File: src/rtl/dotp_seq_if.sv
// dotp_seq_if: operand-stream and result-stream handshake bundle for dotp_seq.
//   in_valid/in_ready/in_a/in_b    : operand pair stream (producer -> sequencer)
//   out_valid/out_ready/result     : dot-product result stream (sequencer -> consumer)
// Modports: master = producer/consumer side, slave = the sequencer.
interface dotp_seq_if #(
    parameter int DATA_WIDTH = 7,
    parameter int ACC_WIDTH  = 22
);
    logic                  in_valid;
    logic                  in_ready;
    logic [DATA_WIDTH-1:0] in_a;
    logic [DATA_WIDTH-1:0] in_b;
    logic                  out_valid;
    logic                  out_ready;
    logic [ACC_WIDTH-1:0]  result;

    modport master (
        output in_valid, in_a, in_b, out_ready,
        input  in_ready, out_valid, result
    );

    modport slave (
        input  in_valid, in_a, in_b, out_ready,
        output in_ready, out_valid, result
    );
endinterface

File: src/rtl/dotp_seq.sv
// dotp_seq: operand sequencer and accumulator around a fixed-latency multiplier.
// Streams operand pairs into the multiplier, follows each pair through the
// multiplier latency with a tag pipe and sums the returned products; one
// result per job is offered on the output handshake.
// Ports:
//   clk, rst_n      : clock (rising edge), asynchronous active-low reset
//   start_i, len_i  : job start (sampled in IDLE only) and pair count
//   io (slave)      : in_valid/in_ready/in_a/in_b, out_valid/out_ready/result
//   mul_da_o/db_o   : registered operands to the multiplier
//   mul_q_i         : product from the multiplier
//   busy_o          : high in every state except IDLE
// Build option: define DOTP_SAT_EN to make the accumulator saturate at
// 2**ACC_WIDTH-1 (sticky until the next start) instead of wrapping.
module dotp_seq #(
    parameter int DATA_WIDTH  = 7,
    parameter int LEN_WIDTH   = 8,
    parameter int ACC_WIDTH   = 2*DATA_WIDTH + LEN_WIDTH,
    parameter int MUL_LATENCY = 2
) (
    input  logic                    clk,
    input  logic                    rst_n,
    input  logic                    start_i,
    input  logic [LEN_WIDTH-1:0]    len_i,
    dotp_seq_if.slave               io,
    output logic [DATA_WIDTH-1:0]   mul_da_o,
    output logic [DATA_WIDTH-1:0]   mul_db_o,
    input  logic [2*DATA_WIDTH-1:0] mul_q_i,
    output logic                    busy_o
);
    // A tag enters with the operands and leaves the edge after mul_q holds the product.
    localparam int TAG_DEPTH = MUL_LATENCY + 1;

    typedef enum logic [1:0] {
        S_IDLE  = 2'd0,
        S_RUN   = 2'd1,
        S_DRAIN = 2'd2,
        S_DONE  = 2'd3
    } state_t;

    state_t                  state_q, state_d;
    logic [LEN_WIDTH-1:0]    len_q, len_d;
    logic [LEN_WIDTH-1:0]    issued_q, issued_d;
    logic [ACC_WIDTH-1:0]    acc_q, acc_d;
    logic [TAG_DEPTH-1:0]    tag_q, tag_d;
    logic [DATA_WIDTH-1:0]   mul_da_q, mul_da_d;
    logic [DATA_WIDTH-1:0]   mul_db_q, mul_db_d;
    logic                    in_ready_q, in_ready_d;
    logic                    out_valid_q, out_valid_d;
    logic                    busy_q, busy_d;
    logic [ACC_WIDTH-1:0]    result_q, result_d;
    logic                    accept_s;
    logic                    start_ok_s;
    logic [LEN_WIDTH-1:0]    issued_inc_s;

`ifdef DOTP_SAT_EN
    logic                    sat_q, sat_d;
    logic [ACC_WIDTH:0]      sum_s;

    // Sum with carry out so overflow can be detected.
    function automatic logic [ACC_WIDTH:0] acc_add(input logic [ACC_WIDTH-1:0] a,
                                                   input logic [2*DATA_WIDTH-1:0] p);
        acc_add = {1'b0, a} + (ACC_WIDTH+1)'(p);
    endfunction
`else
    // Plain modulo sum of the accumulator and a zero-extended product.
    function automatic logic [ACC_WIDTH-1:0] acc_add(input logic [ACC_WIDTH-1:0] a,
                                                     input logic [2*DATA_WIDTH-1:0] p);
        acc_add = a + ACC_WIDTH'(p);
    endfunction
`endif

    // in_ready is registered and only high in RUN, so a handshake implies RUN.
    assign accept_s     = io.in_valid & in_ready_q;
    assign start_ok_s   = (state_q == S_IDLE) && start_i;
    assign issued_inc_s = issued_q + LEN_WIDTH'(1);

    assign io.in_ready  = in_ready_q;
    assign io.out_valid = out_valid_q;
    assign io.result    = result_q;
    assign mul_da_o     = mul_da_q;
    assign mul_db_o     = mul_db_q;
    assign busy_o       = busy_q;

    // State register.
    always_ff @(posedge clk or negedge rst_n) begin
        if (!rst_n) begin
            state_q <= S_IDLE;
        end else begin
            state_q <= state_d;
        end
    end

    // Next-state logic.
    always_comb begin
        state_d = state_q;
        case (state_q)
            S_IDLE: begin
                if (start_i) begin
                    state_d = (len_i == LEN_WIDTH'(0)) ? S_DONE : S_RUN;
                end else begin
                    state_d = S_IDLE;
                end
            end
            S_RUN: begin
                if (accept_s && (issued_inc_s == len_q)) begin
                    state_d = S_DRAIN;
                end else begin
                    state_d = S_RUN;
                end
            end
            S_DRAIN: begin
                // Empty pipe means the last product has already been added.
                if (tag_q == TAG_DEPTH'(0)) begin
                    state_d = S_DONE;
                end else begin
                    state_d = S_DRAIN;
                end
            end
            S_DONE: begin
                if (out_valid_q && io.out_ready) begin
                    state_d = S_IDLE;
                end else begin
                    state_d = S_DONE;
                end
            end
            default: begin
                state_d = S_IDLE;
            end
        endcase
    end

    // Datapath next values: job setup, operand issue, tag pipe and accumulation.
    always_comb begin
        len_d    = len_q;
        issued_d = issued_q;
        acc_d    = acc_q;
        mul_da_d = mul_da_q;
        mul_db_d = mul_db_q;
        tag_d    = {tag_q[TAG_DEPTH-2:0], accept_s};
`ifdef DOTP_SAT_EN
        sat_d    = sat_q;
        sum_s    = acc_add(acc_q, mul_q_i);
`endif
        if (start_ok_s) begin
            len_d    = len_i;
            issued_d = LEN_WIDTH'(0);
            acc_d    = ACC_WIDTH'(0);
`ifdef DOTP_SAT_EN
            sat_d    = 1'b0;
`endif
        end else if (tag_q[TAG_DEPTH-1]) begin
`ifdef DOTP_SAT_EN
            if (sat_q || sum_s[ACC_WIDTH]) begin
                acc_d = {ACC_WIDTH{1'b1}};
                sat_d = 1'b1;
            end else begin
                acc_d = sum_s[ACC_WIDTH-1:0];
                sat_d = sat_q;
            end
`else
            acc_d = acc_add(acc_q, mul_q_i);
`endif
        end else begin
            acc_d = acc_q;
        end

        if (accept_s) begin
            mul_da_d = io.in_a;
            mul_db_d = io.in_b;
            issued_d = issued_inc_s;
        end else begin
            mul_da_d = mul_da_q;
            mul_db_d = mul_db_q;
        end
    end

    // Registered-output next values, derived from the upcoming state.
    always_comb begin
        in_ready_d  = (state_d == S_RUN);
        out_valid_d = (state_d == S_DONE);
        busy_d      = (state_d != S_IDLE);
        // Capture the sum only on entry to DONE so it stays stable while stalled.
        if ((state_q != S_DONE) && (state_d == S_DONE)) begin
            result_d = acc_d;
        end else begin
            result_d = result_q;
        end
    end

    // Datapath and output registers.
    always_ff @(posedge clk or negedge rst_n) begin
        if (!rst_n) begin
            len_q       <= LEN_WIDTH'(0);
            issued_q    <= LEN_WIDTH'(0);
            acc_q       <= ACC_WIDTH'(0);
            tag_q       <= TAG_DEPTH'(0);
            mul_da_q    <= DATA_WIDTH'(0);
            mul_db_q    <= DATA_WIDTH'(0);
            in_ready_q  <= 1'b0;
            out_valid_q <= 1'b0;
            busy_q      <= 1'b0;
            result_q    <= ACC_WIDTH'(0);
`ifdef DOTP_SAT_EN
            sat_q       <= 1'b0;
`endif
        end else begin
            len_q       <= len_d;
            issued_q    <= issued_d;
            acc_q       <= acc_d;
            tag_q       <= tag_d;
            mul_da_q    <= mul_da_d;
            mul_db_q    <= mul_db_d;
            in_ready_q  <= in_ready_d;
            out_valid_q <= out_valid_d;
            busy_q      <= busy_d;
            result_q    <= result_d;
`ifdef DOTP_SAT_EN
            sat_q       <= sat_d;
`endif
        end
    end
endmodule

File: src/flat_wrapper.sv
// flat-port wrapper written by rule: the top's interface ports become plain ports
module dotp_seq_flat 
#(
    parameter int DATA_WIDTH  = 7,
    parameter int LEN_WIDTH   = 8,
    parameter int ACC_WIDTH   = 2*DATA_WIDTH + LEN_WIDTH,
    parameter int MUL_LATENCY = 2
)
  (clk, rst_n, start_i, len_i, mul_da_o, mul_db_o, mul_q_i, busy_o, io_in_valid, io_in_a, io_in_b, io_out_ready, io_in_ready, io_out_valid, io_result);
  dotp_seq_if #(.DATA_WIDTH(DATA_WIDTH), .ACC_WIDTH(ACC_WIDTH)) io_i ();
  input  logic clk;
  input  logic rst_n;
  input  logic start_i;
  input  logic [LEN_WIDTH-1:0] len_i;
  output logic [DATA_WIDTH-1:0] mul_da_o;
  output logic [DATA_WIDTH-1:0] mul_db_o;
  input  logic [2*DATA_WIDTH-1:0] mul_q_i;
  output logic busy_o;
  input wire logic [$bits(io_i.in_valid)-1:0] io_in_valid;
  input wire logic [$bits(io_i.in_a)-1:0] io_in_a;
  input wire logic [$bits(io_i.in_b)-1:0] io_in_b;
  input wire logic [$bits(io_i.out_ready)-1:0] io_out_ready;
  output wire logic [$bits(io_i.in_ready)-1:0] io_in_ready;
  output wire logic [$bits(io_i.out_valid)-1:0] io_out_valid;
  output wire logic [$bits(io_i.result)-1:0] io_result;
  assign io_i.in_valid = io_in_valid;
  assign io_i.in_a = io_in_a;
  assign io_i.in_b = io_in_b;
  assign io_i.out_ready = io_out_ready;
  assign io_in_ready = io_i.in_ready;
  assign io_out_valid = io_i.out_valid;
  assign io_result = io_i.result;
  dotp_seq #(.DATA_WIDTH(DATA_WIDTH), .LEN_WIDTH(LEN_WIDTH), .ACC_WIDTH(ACC_WIDTH), .MUL_LATENCY(MUL_LATENCY)) u_core (.clk(clk), .rst_n(rst_n), .start_i(start_i), .len_i(len_i), .io(io_i), .mul_da_o(mul_da_o), .mul_db_o(mul_db_o), .mul_q_i(mul_q_i), .busy_o(busy_o));
endmodule
File: config.mk
export PLATFORM = sky130hd
export DESIGN_NAME = dotp_seq_flat
export DESIGN_NICKNAME = d
export VERILOG_FILES = /design/src/rtl/dotp_seq_if.sv /design/src/rtl/dotp_seq.sv /design/src/flat_wrapper.sv
export SDC_FILE = /design/constraint.sdc
export NUM_CORES = 1
export LEC_CHECK = 0
export BUFFER_PORTS_ARGS = -buffer_cell sky130_fd_sc_hd__buf_2
export CAP_MARGIN = 5
export CORE_UTILIZATION = 45
export DETAILED_ROUTE_END_ITERATION = 8
export PLACE_DENSITY = 0.7
export SLEW_MARGIN = 20
export SYNTH_ARGS = -nofsm -noshare
export SYNTH_HDL_FRONTEND = slang
export SYNTH_SLANG_ARGS = --single-unit
File: constraint.sdc
create_clock -name clk -period 2.5 [get_ports clk]
set_input_delay 0.25 -clock clk [delete_from_list [all_inputs] [get_ports clk]]
set_output_delay 0.25 -clock clk [all_outputs]
set_load 0.005 [all_outputs]
==> results.py, run 1 <==
metrics = {
    "floorplanning": {
        "num_io_pins": 80,
        "fp.coreArea_um2": 8806,
        "start_util": 0.4712,
        "die_h_um": 98.02,
        "dieWidth_um": 98.02,
        "dieArea_um2": 9608,
        "row_count": 34,
    },
    "synth": {
        "ys_seq_area_frac": 0.4946,
        "ys.flop_type": "dfrtp_1",
        "yosys.area.top_type_share": 0.4946,
        "yosysWarnings": 0,
        "synth-seq-cells": 82,
        "synth_edf_count": 0,
        "ys_top_cells_by_area": "dfrtp_1 49%, mux2_2 5.7%, nand2_1 5.4%",
        "synth.top_cells.by_count": "82 x dfrtp_1, 60 x nand2_1, 33 x o21ai_0, 32 x nor2_1, 21 x mux2_2",
        "synth_area_leader_cell": "dfrtp_1",
        "netlist_instances": 406,
        "netlist_area_um2": 4149,
        "ys_types": 51,
        "synth.net_count": 463,
        "synth-async-reset-ratio": 1.000,
        "avgSynthCellArea_um2": 10.22,
        "yosysMostFrequentCell": "dfrtp_1",
    },
    "outcome": {
        "status": "finished, violations left",
        "violations": "design-rule violations",
    },
    "final_layout": {
        "regArea_um2": 2052,
        "multiInputGateArea_um2": 2042,
        "diodes": 0,
        "nets": 549,
        "fill_cells": 789,
        "postLayoutCoreUtil": 0.5675,
        "stdcell_area_um2": 4997,
        "final_layout_size_suffix_gt1_frac": 0.2918,
        "finalNonFillerCells": 605,
        "syn_to_final_growth_pct": 20.45,
    },
    "grt": {
        "grt_max_degree": 83,
        "grt_pass1_vias": 3318,
        "antenna_found_initial": 0,
        "grt_pass1_wl_mm": 15.31,
        "grt_util_all_layers": 0.1996,
        "grt_overflow": 0,
    },
    "cts": {
        "cts.path.max_buffers": 2,
        "clkTransAtPathRegs_ns": 0.09,
        "cts_tree": "yes",
        "htreeDepth": 3,
        "worstSkewPairLatency_ns": 0.36,
        "root_buffer": "clkbuf_8",
        "clkSinkCount": 82,
        "cts_buffers": 9,
    },
    "worst_setup_path": {
        "r2r-start": "u_core.acc_q[0]$_DFF_PN0_",
        "r2r_cells": 8,
        "cp_max_fo": 7,
        "end_kind": "flop",
        "required_ns": 2.73,
        "cp.arrival_ns": 2.62,
        "r2r-end": "u_core.acc_q[20]$_DFF_PN0_",
        "crit_type": "flop to flop",
        "crit_start": "u_core.acc_q[0]$_DFF_PN0_",
        "start_kind": "flop",
        "r2r_setup_slack_ns": 0.11,
    },
    "routing": {
        "detail-route-antenna-nets": 0,
        "met1Wirelength_mm": 4.225,
        "viasPerCell": 5.417,
        "wl_per_cell_um": 14.85,
        "dr_wl_met3_um": 493,
        "vias": 3277,
        "drt-initial-drc-count": 141,
        "drc": 4,
        "routed_wl_mm": 8.986,
        "dr.pass1.iters": 6,
        "dr_wl_met2_mm": 4.193,
        "top_layer": "met4",
    },
    "sta": {
        "worst_slew_pin_slew_ns": 0.7529,
        "rsz0062_at_grt": "no",
        "slew_headroom": 0.4965,
        "max_freq_mhz": 419.2,
        "post-route-period-util": 0.9542,
        "skew_ns": 0.007715,
        "finalMaxSlewViolations": 0,
        "whs_ns": 0.09549,
        "fin_crit_ns": 2.385,
        "hold_viol_final": 0,
        "setup_violations": 0,
    },
    "pwr": {
        "power_density_nw_per_um2": 1130,
        "power_w": 0.005647,
        "power.static_leakage_nw": 2.358,
        "ir_drop_mv": 0.4661,
    },
    "run": {
        "cap_violations": 0,
    },
    "placed_design": {
        "hpwl_mm": 6.300,
        "dp.cells": 585,
        "place_congestion": 0.8250,
        "io_buffers": 79,
        "place_area_um2": 4671,
    },
    "hold_path": {
        "hold_path.startpoint": "len_i[3]",
        "hold_path.class": "input port to flop",
        "min_path_cells": 3,
        "holdPathEnd": "u_core.len_q[3]$_DFFE_PN0P_",
    },
}
==> sequential cells by signal, summed over array words and instances, names as in the netlist <==
register,count
u_core.io.out_valid,1
u_core.acc_q,22
u_core.io.in_ready,1
u_core.mul_db_o,7
u_core.mul_da_o,7
u_core.io.result,22
u_core.issued_q,8
u_core.tag_q,3
u_core.state_q,2
u_core.len_q,8
u_core.busy_o,1
==> cell usage in the layout, fill, tap and decap left out, types with 5 or more instances in the layout <==
cell | netlist | routed
dfrtp_1 | 82 | 82
buf_2 | 0 | 78
nand2_1 | 60 | 60
nor2_1 | 32 | 31
o21ai_0 | 33 | 31
mux2_2 | 21 | 21
a21oi_1 | 18 | 18
xnor2_1 | 14 | 14
ha_1 | 15 | 14
nand3_1 | 12 | 12
clkbuf_8 | 1 | 10
buf_4 | 0 | 10
inv_1 | 8 | 8
nand4_1 | 6 | 6
nor3_1 | 6 | 6
mux2i_1 | 6 | 6
xor2_1 | 5 | 5
nand2b_1 | 5 | 5
a31oi_1 | 6 | 5
a211oi_1 | 6 | 5
o31ai_1 | 5 | 5
==> per-stage QoR <==
step / setup TNS [ns] / setup WS [ns]
after floorplan: 0 / 0.1202
after global placement: -0.01659 / -0.01659
after detailed placement: -0.1338 / -0.08878
after CTS: 0 / 0.03784
after global routing: 0 / 0.00006972
final: 0 / 0.1146
==> how the worst max path moves through the flow <==
| stage | to |
|---|---|
| finish | u_core.acc_q[20]$_DFF_PN0_ |
| global route | u_core.acc_q[18]$_DFF_PN0_ |
| CTS | u_core.acc_q[16]$_DFF_PN0_ |
| detailed placement | u_core.acc_q[16]$_DFF_PN0_ |
| global placement | u_core.acc_q[16]$_DFF_PN0_ |
| floorplan | u_core.acc_q[16]$_DFF_PN0_ |
==> cell families after synthesis <==
logic type	count (synthesis)	share of synthesized area
mux	27	0.07147
buf+inv	23	0.02322
flops	82	0.4946
compound gates	98	0.1583
simple gates	140	0.1556
xor+xnor	20	0.04674
fa+ha+maj	16	0.05006
==> worst max-delay path, cell delays in order (launching register included) <==
cell and delay (ns):
dfrtp_1 0.41, ha_4 0.18, fa_2 0.42, a211oi_2 0.24, nor2_1 0.09, o311a_1 0.40
o211ai_4 0.28, a211o_1 0.17, a21oi_1 0.07
==> metal layers <==
metal  track usage  up-vias
met1        0.2619     1563
li1              -     1624
met5             0        -
met3       0.05297        8
met2        0.3277       82
met4       0.05245        0
==> repair_timing <==
item | CTS | global route
endpoints found under the hold margin | 0 | 14
hold buffers | 0 | 1
endpoints found under the setup margin | 4 | 6
pin swaps | 1 | 6
gates resized for setup | 3 | 7
buffers inserted | 0 | 3
==> power breakdown <==
part	leakage, nW	total, W	internal, W	switching (W)
clock	0.119	0.00119	0.000692	0.000499
sequential	1.04	0.00208	0.00179	0.000293
combinational	1.20	0.00238	0.00109	0.00129
==> final cells by class <==
class | count | area share
Tap cell | 108 | 0.02704
Multi-Input combinational cell | 301 | 0.4086
Inverter | 8 | 0.006009
Clock buffer | 10 | 0.02754
Sequential cell | 82 | 0.4106
Timing Repair Buffer | 90 | 0.09740
Clock inverter | 6 | 0.02278
(Power assumes the default switching activity.)
==> run 2, diff against run 1 <==
--- a/config.mk
+++ b/config.mk
@@ -7,6 +7,7 @@
 export LEC_CHECK = 0
 export BUFFER_PORTS_ARGS = -buffer_cell sky130_fd_sc_hd__buf_2
 export CAP_MARGIN = 5
+export CORE_ASPECT_RATIO = 0.9
 export CORE_UTILIZATION = 45
 export DETAILED_ROUTE_END_ITERATION = 8
 export PLACE_DENSITY = 0.7
==> run 2 against run 1 <==
- the flow now finishes without violations
- via count grew 2.8%
- critical path depth is the same
- total power shrank 2.7%
- largest power group unchanged
==> results.py, run 2 (synthesized netlist as in run 1, its figures left out) <==
metrics = {
    "final_layout": {
        "final_layout_size_suffix_gt1_frac": 0.2966,
        "nets": 551,
        "final_common_cell": "dfrtp_1",
        "layout_common_cells": "82 x dfrtp_1, 78 x buf_2, 60 x nand2_1",
        "regArea_um2": 2052,
        "multiInputGateArea_um2": 2041,
        "syn_to_final_growth_pct": 20.11,
        "fill_cells": 799,
        "stdcell_area_um2": 4984,
        "postLayoutCoreUtil": 0.5684,
        "diodes": 0,
    },
    "routing": {
        "wl_per_cell_um": 15.10,
        "dr.pass1.iters": 4,
        "drt-initial-drc-count": 124,
        "routed_wl_mm": 9.334,
        "vias": 3368,
        "viasPerCell": 5.450,
        "drc": 0,
        "detail-route-antenna-nets": 0,
    },
    "hold_path": {
        "min_path_cells": 3,
        "hold_path.startpoint": "len_i[1]",
        "hold_path.class": "input port to flop",
        "holdPathEnd": "u_core.len_q[1]$_DFFE_PN0P_",
    },
    "grt": {
        "grtUsageMet2": 0.3478,
        "grt_pass1_wl_mm": 15.66,
        "met3_usage": 0.05456,
        "antenna_found_initial": 0,
        "grt_pass1_vias": 3374,
        "busiest_layer": "met2",
        "grt_overflow": 0,
        "grt_max_degree": 45,
        "use_met1": 0.2736,
        "grt_util_all_layers": 0.2117,
    },
    "worst_setup_path": {
        "r2r_setup_slack_ns": 0.14,
        "required_ns": 2.78,
        "cp_max_fo": 7,
        "end_kind": "flop",
        "crit_type": "flop to flop",
        "r2r_cells": 8,
        "start_kind": "flop",
        "critPathTopFamily": "compound AO/OA/AOI/OAI gates",
        "r2r-start": "u_core.acc_q[0]$_DFF_PN0_",
        "cp.arrival_ns": 2.64,
        "critPathMaxStageDelay_ns": 0.41,
        "critPathSlowestCell": "o311a_1",
        "path_cells": "ha_2 > fa_2 > a211oi_4 > nor2_2 > o311a_1 > o211ai_4 > o211ai_1 > a21oi_1",
        "r2r-end": "u_core.acc_q[18]$_DFF_PN0_",
        "critical_path_buf_inv_count": 0,
    },
    "cts": {
        "cts_tree": "yes",
        "clkSinkCount": 82,
        "root_buffer": "clkbuf_8",
        "worstSkewPairLatency_ns": 0.36,
        "htreeDepth": 3,
        "clkTransAtPathRegs_ns": 0.09,
        "cts.path.max_buffers": 2,
        "cts_buffers": 9,
    },
    "pwr": {
        "power_density_nw_per_um2": 1103,
        "ir_drop_mv": 0.5351,
        "power_w": 0.005496,
        "power.static_leakage_nw": 2.350,
    },
    "floorplanning": {
        "fp.coreArea_um2": 8768,
        "die_h_um": 93.10,
        "dieArea_um2": 9609,
        "start_util": 0.4732,
        "dieWidth_um": 103.2,
        "row_count": 32,
        "num_io_pins": 80,
    },
    "sta": {
        "hold_viol_final": 0,
        "finalMaxSlewViolations": 0,
        "slew_headroom": 0.5884,
        "max_freq_mhz": 423.8,
        "skew_ns": 0.01172,
        "worst_slew_pin_slew_ns": 0.6154,
        "setup_violations": 0,
        "post-route-period-util": 0.9439,
        "rsz0062_at_grt": "no",
        "fin_crit_ns": 2.360,
    },
    "run": {
        "cap_violations": 0,
    },
    "outcome": {
        "status": "finished, final reports clean",
    },
    "placed_design": {
        "place_area_um2": 4715,
        "hpwl_mm": 6.764,
        "place_congestion": 0.8522,
        "io_buffers": 79,
    },
}
==> run 2: power breakdown <==
| group | switching [W] | internal (W) | total (W) | leakage (nW) |
|---|---|---|---|---|
| clock | 0.000502 | 0.000519 | 0.00102 | 0.102 |
| sequential | 0.000308 | 0.00179 | 0.00210 | 1.04 |
| combinational | 0.00130 | 0.00108 | 0.00238 | 1.20 |
| total | 0.00211 | 0.00339 | 0.00550 | 2.35 |
==> run 2: how the worst max path moves through the flow <==
| stage | start | end | slack, ns | cells past startpoint |
|---|---|---|---|---|
| floorplan | u_core.acc_q[0]$_DFF_PN0_ | u_core.acc_q[16]$_DFF_PN0_ | 0.12 | 8 |
| global placement | mul_q_i[0] | u_core.acc_q[16]$_DFF_PN0_ | 0.01 | 9 |
| detailed placement | u_core.acc_q[0]$_DFF_PN0_ | u_core.acc_q[16]$_DFF_PN0_ | -0.05 | 8 |
| CTS | u_core.acc_q[0]$_DFF_PN0_ | u_core.acc_q[16]$_DFF_PN0_ | 0.03 | 8 |
| global route | u_core.acc_q[0]$_DFF_PN0_ | u_core.acc_q[14]$_DFF_PN0_ | 0.01 | 8 |
| finish | u_core.acc_q[0]$_DFF_PN0_ | u_core.acc_q[18]$_DFF_PN0_ | 0.14 | 8 |
==> run 2: final cells by class <==
class	count	area share
Clock buffer	11	0.03038
Clock inverter	5	0.01255
Inverter	8	0.006026
Multi-Input combinational cell	301	0.4095
Sequential cell	82	0.4118
Tap cell	119	0.02988
Timing Repair Buffer	92	0.09992
==> run 2: stage by stage <==
stage | std cells | setup WS [ns] | hold WS [ns] | setup TNS, ns
after floorplan | 406 | 0.1202 | -0.04559 | 0
after global placement | 600 | 0.01459 | 0.2939 | 0
after detailed placement | 600 | -0.04831 | 0.2907 | -0.05667
after CTS | 617 | 0.02855 | 0.08501 | 0
after global routing | 618 | 0.009565 | 0.09010 | 0
final | 618 | 0.1401 | 0.09834 | 0
==> run 2: what timing repair did <==
item | in CTS | in global routing
setup buffers | 0 | 1
pin swaps | 0 | 4
hold endpoints to repair | 42 | 0
hold buffers | 1 | 0
setup endpoints to repair | 2 | 13
resized for setup | 2 | 9
gates cloned | 0 | 0
==> run 2: worst min-delay path, delay by kind of cell <==
kind,cells,cell delay (ns)
and+or+nand+nor,2,0.09
buffers and inverters,1,0.09
==> run 2: layer usage <==
| layer | wire [um] | vias to the layer above |
|---|---|---|
| li1 | - | 1636 |
| met1 | 4312 | 1602 |
| met2 | 4250 | 115 |
| met3 | 631 | 15 |
| met4 | 138 | 0 |
| met5 | 0 | - |
==> run 3, diff against run 2 <==
--- a/config.mk
+++ b/config.mk
@@ -7,9 +7,10 @@
 export LEC_CHECK = 0
 export BUFFER_PORTS_ARGS = -buffer_cell sky130_fd_sc_hd__buf_2
 export CAP_MARGIN = 5
-export CORE_ASPECT_RATIO = 0.9
+export CORE_ASPECT_RATIO = 1.5
 export CORE_UTILIZATION = 45
 export DETAILED_ROUTE_END_ITERATION = 8
+export GPL_TIMING_DRIVEN = 0
 export PLACE_DENSITY = 0.7
 export SLEW_MARGIN = 20
 export SYNTH_ARGS = -nofsm -noshare
==> run 3 against run 2 <==
- die area hardly changed
- first-iteration DRC count increased by 42%
- final area grew 2.9%
- total power grew 8.0%
- worst setup slack got worse by 0.017 ns
- final cell count down 0.16%
- non-clock buffer count rose by 8
- clock skew down 0.0059 ns
- clock power rose by 39%
- via count rose by 2.4%
- utilization up 0.89 points
- largest cell class is now multi-input gates
==> results.py, run 3 (synthesized netlist as in run 1, its figures left out) <==
metrics = {
    "outcome": {
        "status": "finished, final reports clean",
    },
    "hold_path": {
        "min_path_cells": 3,
        "hold_path.class": "input port to flop",
    },
    "grt": {
        "grt_pass1_vias": 3388,
        "grt_pass1_wl_mm": 15.97,
        "grt_util_all_layers": 0.2222,
        "grt_max_degree": 46,
        "grt_overflow": 0,
        "antenna_found_initial": 0,
    },
    "final_layout": {
        "finalNonFillerCells": 617,
        "final_layout_size_suffix_gt1_frac": 0.2742,
        "stdcell_area_um2": 5126,
        "diodes": 0,
        "layout_common_cells": "82 x dfrtp_1, 78 x buf_2, 60 x nand2_1",
        "syn_to_final_growth_pct": 23.55,
        "fill_cells": 805,
        "nets": 559,
        "final_common_cell": "dfrtp_1",
    },
    "cts": {
        "root_buffer": "clkbuf_16",
        "clkSinkCount": 82,
        "worstSkewPairLatency_ns": 0.34,
        "cts_tree": "yes",
        "clkTransAtPathRegs_ns": 0.06,
        "htreeDepth": 3,
        "cts_buffers": 9,
        "cts.path.max_buffers": 2,
    },
    "pwr": {
        "power_density_nw_per_um2": 1158,
        "p_int_w": 0.003786,
        "p_comb_frac": 0.407,
        "power.static_leakage_nw": 2.399,
        "power.share.clock": 0.239,
        "p_sw_frac": 0.3624,
        "seq_power_share": 0.353,
        "p_sw_w": 0.002152,
        "ir_drop_mv": 0.5299,
    },
    "floorplanning": {
        "die_h_um": 119.6,
        "fp.coreArea_um2": 8881,
        "row_count": 42,
        "dieArea_um2": 9616,
        "dieWidth_um": 80.40,
        "num_io_pins": 80,
        "start_util": 0.4672,
    },
    "worst_setup_path": {
        "required_ns": 2.70,
        "start_kind": "flop",
        "r2r_cells": 8,
        "crit_type": "flop to flop",
        "cp_max_fo": 7,
        "cp.arrival_ns": 2.58,
        "end_kind": "flop",
    },
    "run": {
        "cap_violations": 0,
    },
    "sta": {
        "fin_crit_ns": 2.377,
        "whs_ns": 0.1208,
        "rsz0062_at_grt": "no",
        "setup_ws_ns": 0.1235,
        "worst_slew_pin_slew_ns": 0.7852,
        "setup_tns_ns": 0,
        "setup_violations": 0,
        "hold_viol_final": 0,
        "post-route-period-util": 0.9506,
        "max_freq_mhz": 420.8,
        "slew_headroom": 0.4717,
        "finalMaxSlewViolations": 0,
        "skew_ns": 0.005801,
    },
    "placed_design": {
        "place_congestion": 0.8992,
        "place_area_um2": 4712,
        "dp_slack_ns": -0.2023,
        "hpwl_mm": 7.052,
        "io_buffers": 79,
        "dp.cells": 596,
    },
    "routing": {
        "dr.pass1.iters": 4,
        "vias": 3448,
        "drt-initial-drc-count": 176,
        "wl_per_cell_um": 15.60,
        "viasPerCell": 5.588,
        "detail-route-antenna-nets": 0,
        "drc": 0,
        "routed_wl_mm": 9.623,
    },
}
==> run 3: final cells by class <==
| class | count | area, um^2 | area share |
|---|---|---|---|
| Buffer | 15 | 66.31 | 0.01294 |
| Clock buffer | 11 | 242.7 | 0.04735 |
| Clock inverter | 5 | 77.57 | 0.01513 |
| Inverter | 8 | 30.03 | 0.005858 |
| Multi-Input combinational cell | 301 | 2054 | 0.4008 |
| Sequential cell | 82 | 2052 | 0.4003 |
| Tap cell | 110 | 137.6 | 0.02685 |
| Timing Repair Buffer | 85 | 465.4 | 0.09080 |
==> run 3: path summary, 6_finish.rpt <==
check	startpoint	slack, ns	endpoint
min reg2reg	u_core.tag_q[1]$_DFF_PN0_	0.39	u_core.tag_q[2]$_DFF_PN0_
min	len_i[0]	0.12	u_core.len_q[0]$_DFFE_PN0P_
min in group asynchronous	rst_n	0.42	u_core.mul_db_o[5]$_DFFE_PN0P_
max	u_core.acc_q[0]$_DFF_PN0_	0.12	u_core.acc_q[20]$_DFF_PN0_
max reg2reg	u_core.acc_q[0]$_DFF_PN0_	0.12	u_core.acc_q[20]$_DFF_PN0_
max in group asynchronous	rst_n	1.48	u_core.acc_q[8]$_DFF_PN0_
==> run 3: worst max-delay path: stages (launching register included) <==
cell      delay (ns)
dfrtp_1         0.38
ha_2            0.20
fa_2            0.39
a211oi_4        0.23
nor2_1          0.11
o311a_4         0.40
o211ai_4        0.27
a211o_1         0.18
a21oi_1         0.07
==> run 3: timing repair <==
item                                    4_1_cts  5_1_grt
hold buffers                                  1        0
gates cloned                                  0        0
endpoints found under the setup margin        8       26
buffers inserted                              0        4
resized for setup                             4        7
pin swaps                                     1        4
endpoints found under the hold margin        37        0
==> run 3: through the flow <==
step	total power (W)	util
detailed placement	0.004401	0.5306
global route	0.006367	0.5772
global placement	0.004302	0.5272
floorplan	0.003684	-
CTS	0.005893	0.5703
finish	0.005938	0.5772
==> run 3: power groups by stage <==
| stage | clock (W) | combinational, W | sequential, W |
|---|---|---|---|
| final | 0.00142 | 0.00242 | 0.00210 |
| after global routing | 0.00151 | 0.00269 | 0.00217 |
| after CTS | 0.00145 | 0.00234 | 0.00210 |
| after detailed placement | 0 | 0.00228 | 0.00212 |
| after global placement | 0 | 0.00221 | 0.00209 |
| after floorplan | 0 | 0.00160 | 0.00208 |
==> run 3: layer usage <==
layer | share of wire | up-vias | track usage
li1 | - | 1649 | -
met3 | 0.049 | 16 | 0.06236
met2 | 0.54 | 94 | 0.3925
met1 | 0.39 | 1689 | 0.2495
met4 | 0.020 | 0 | 0.07924
met5 | 0 | - | 0
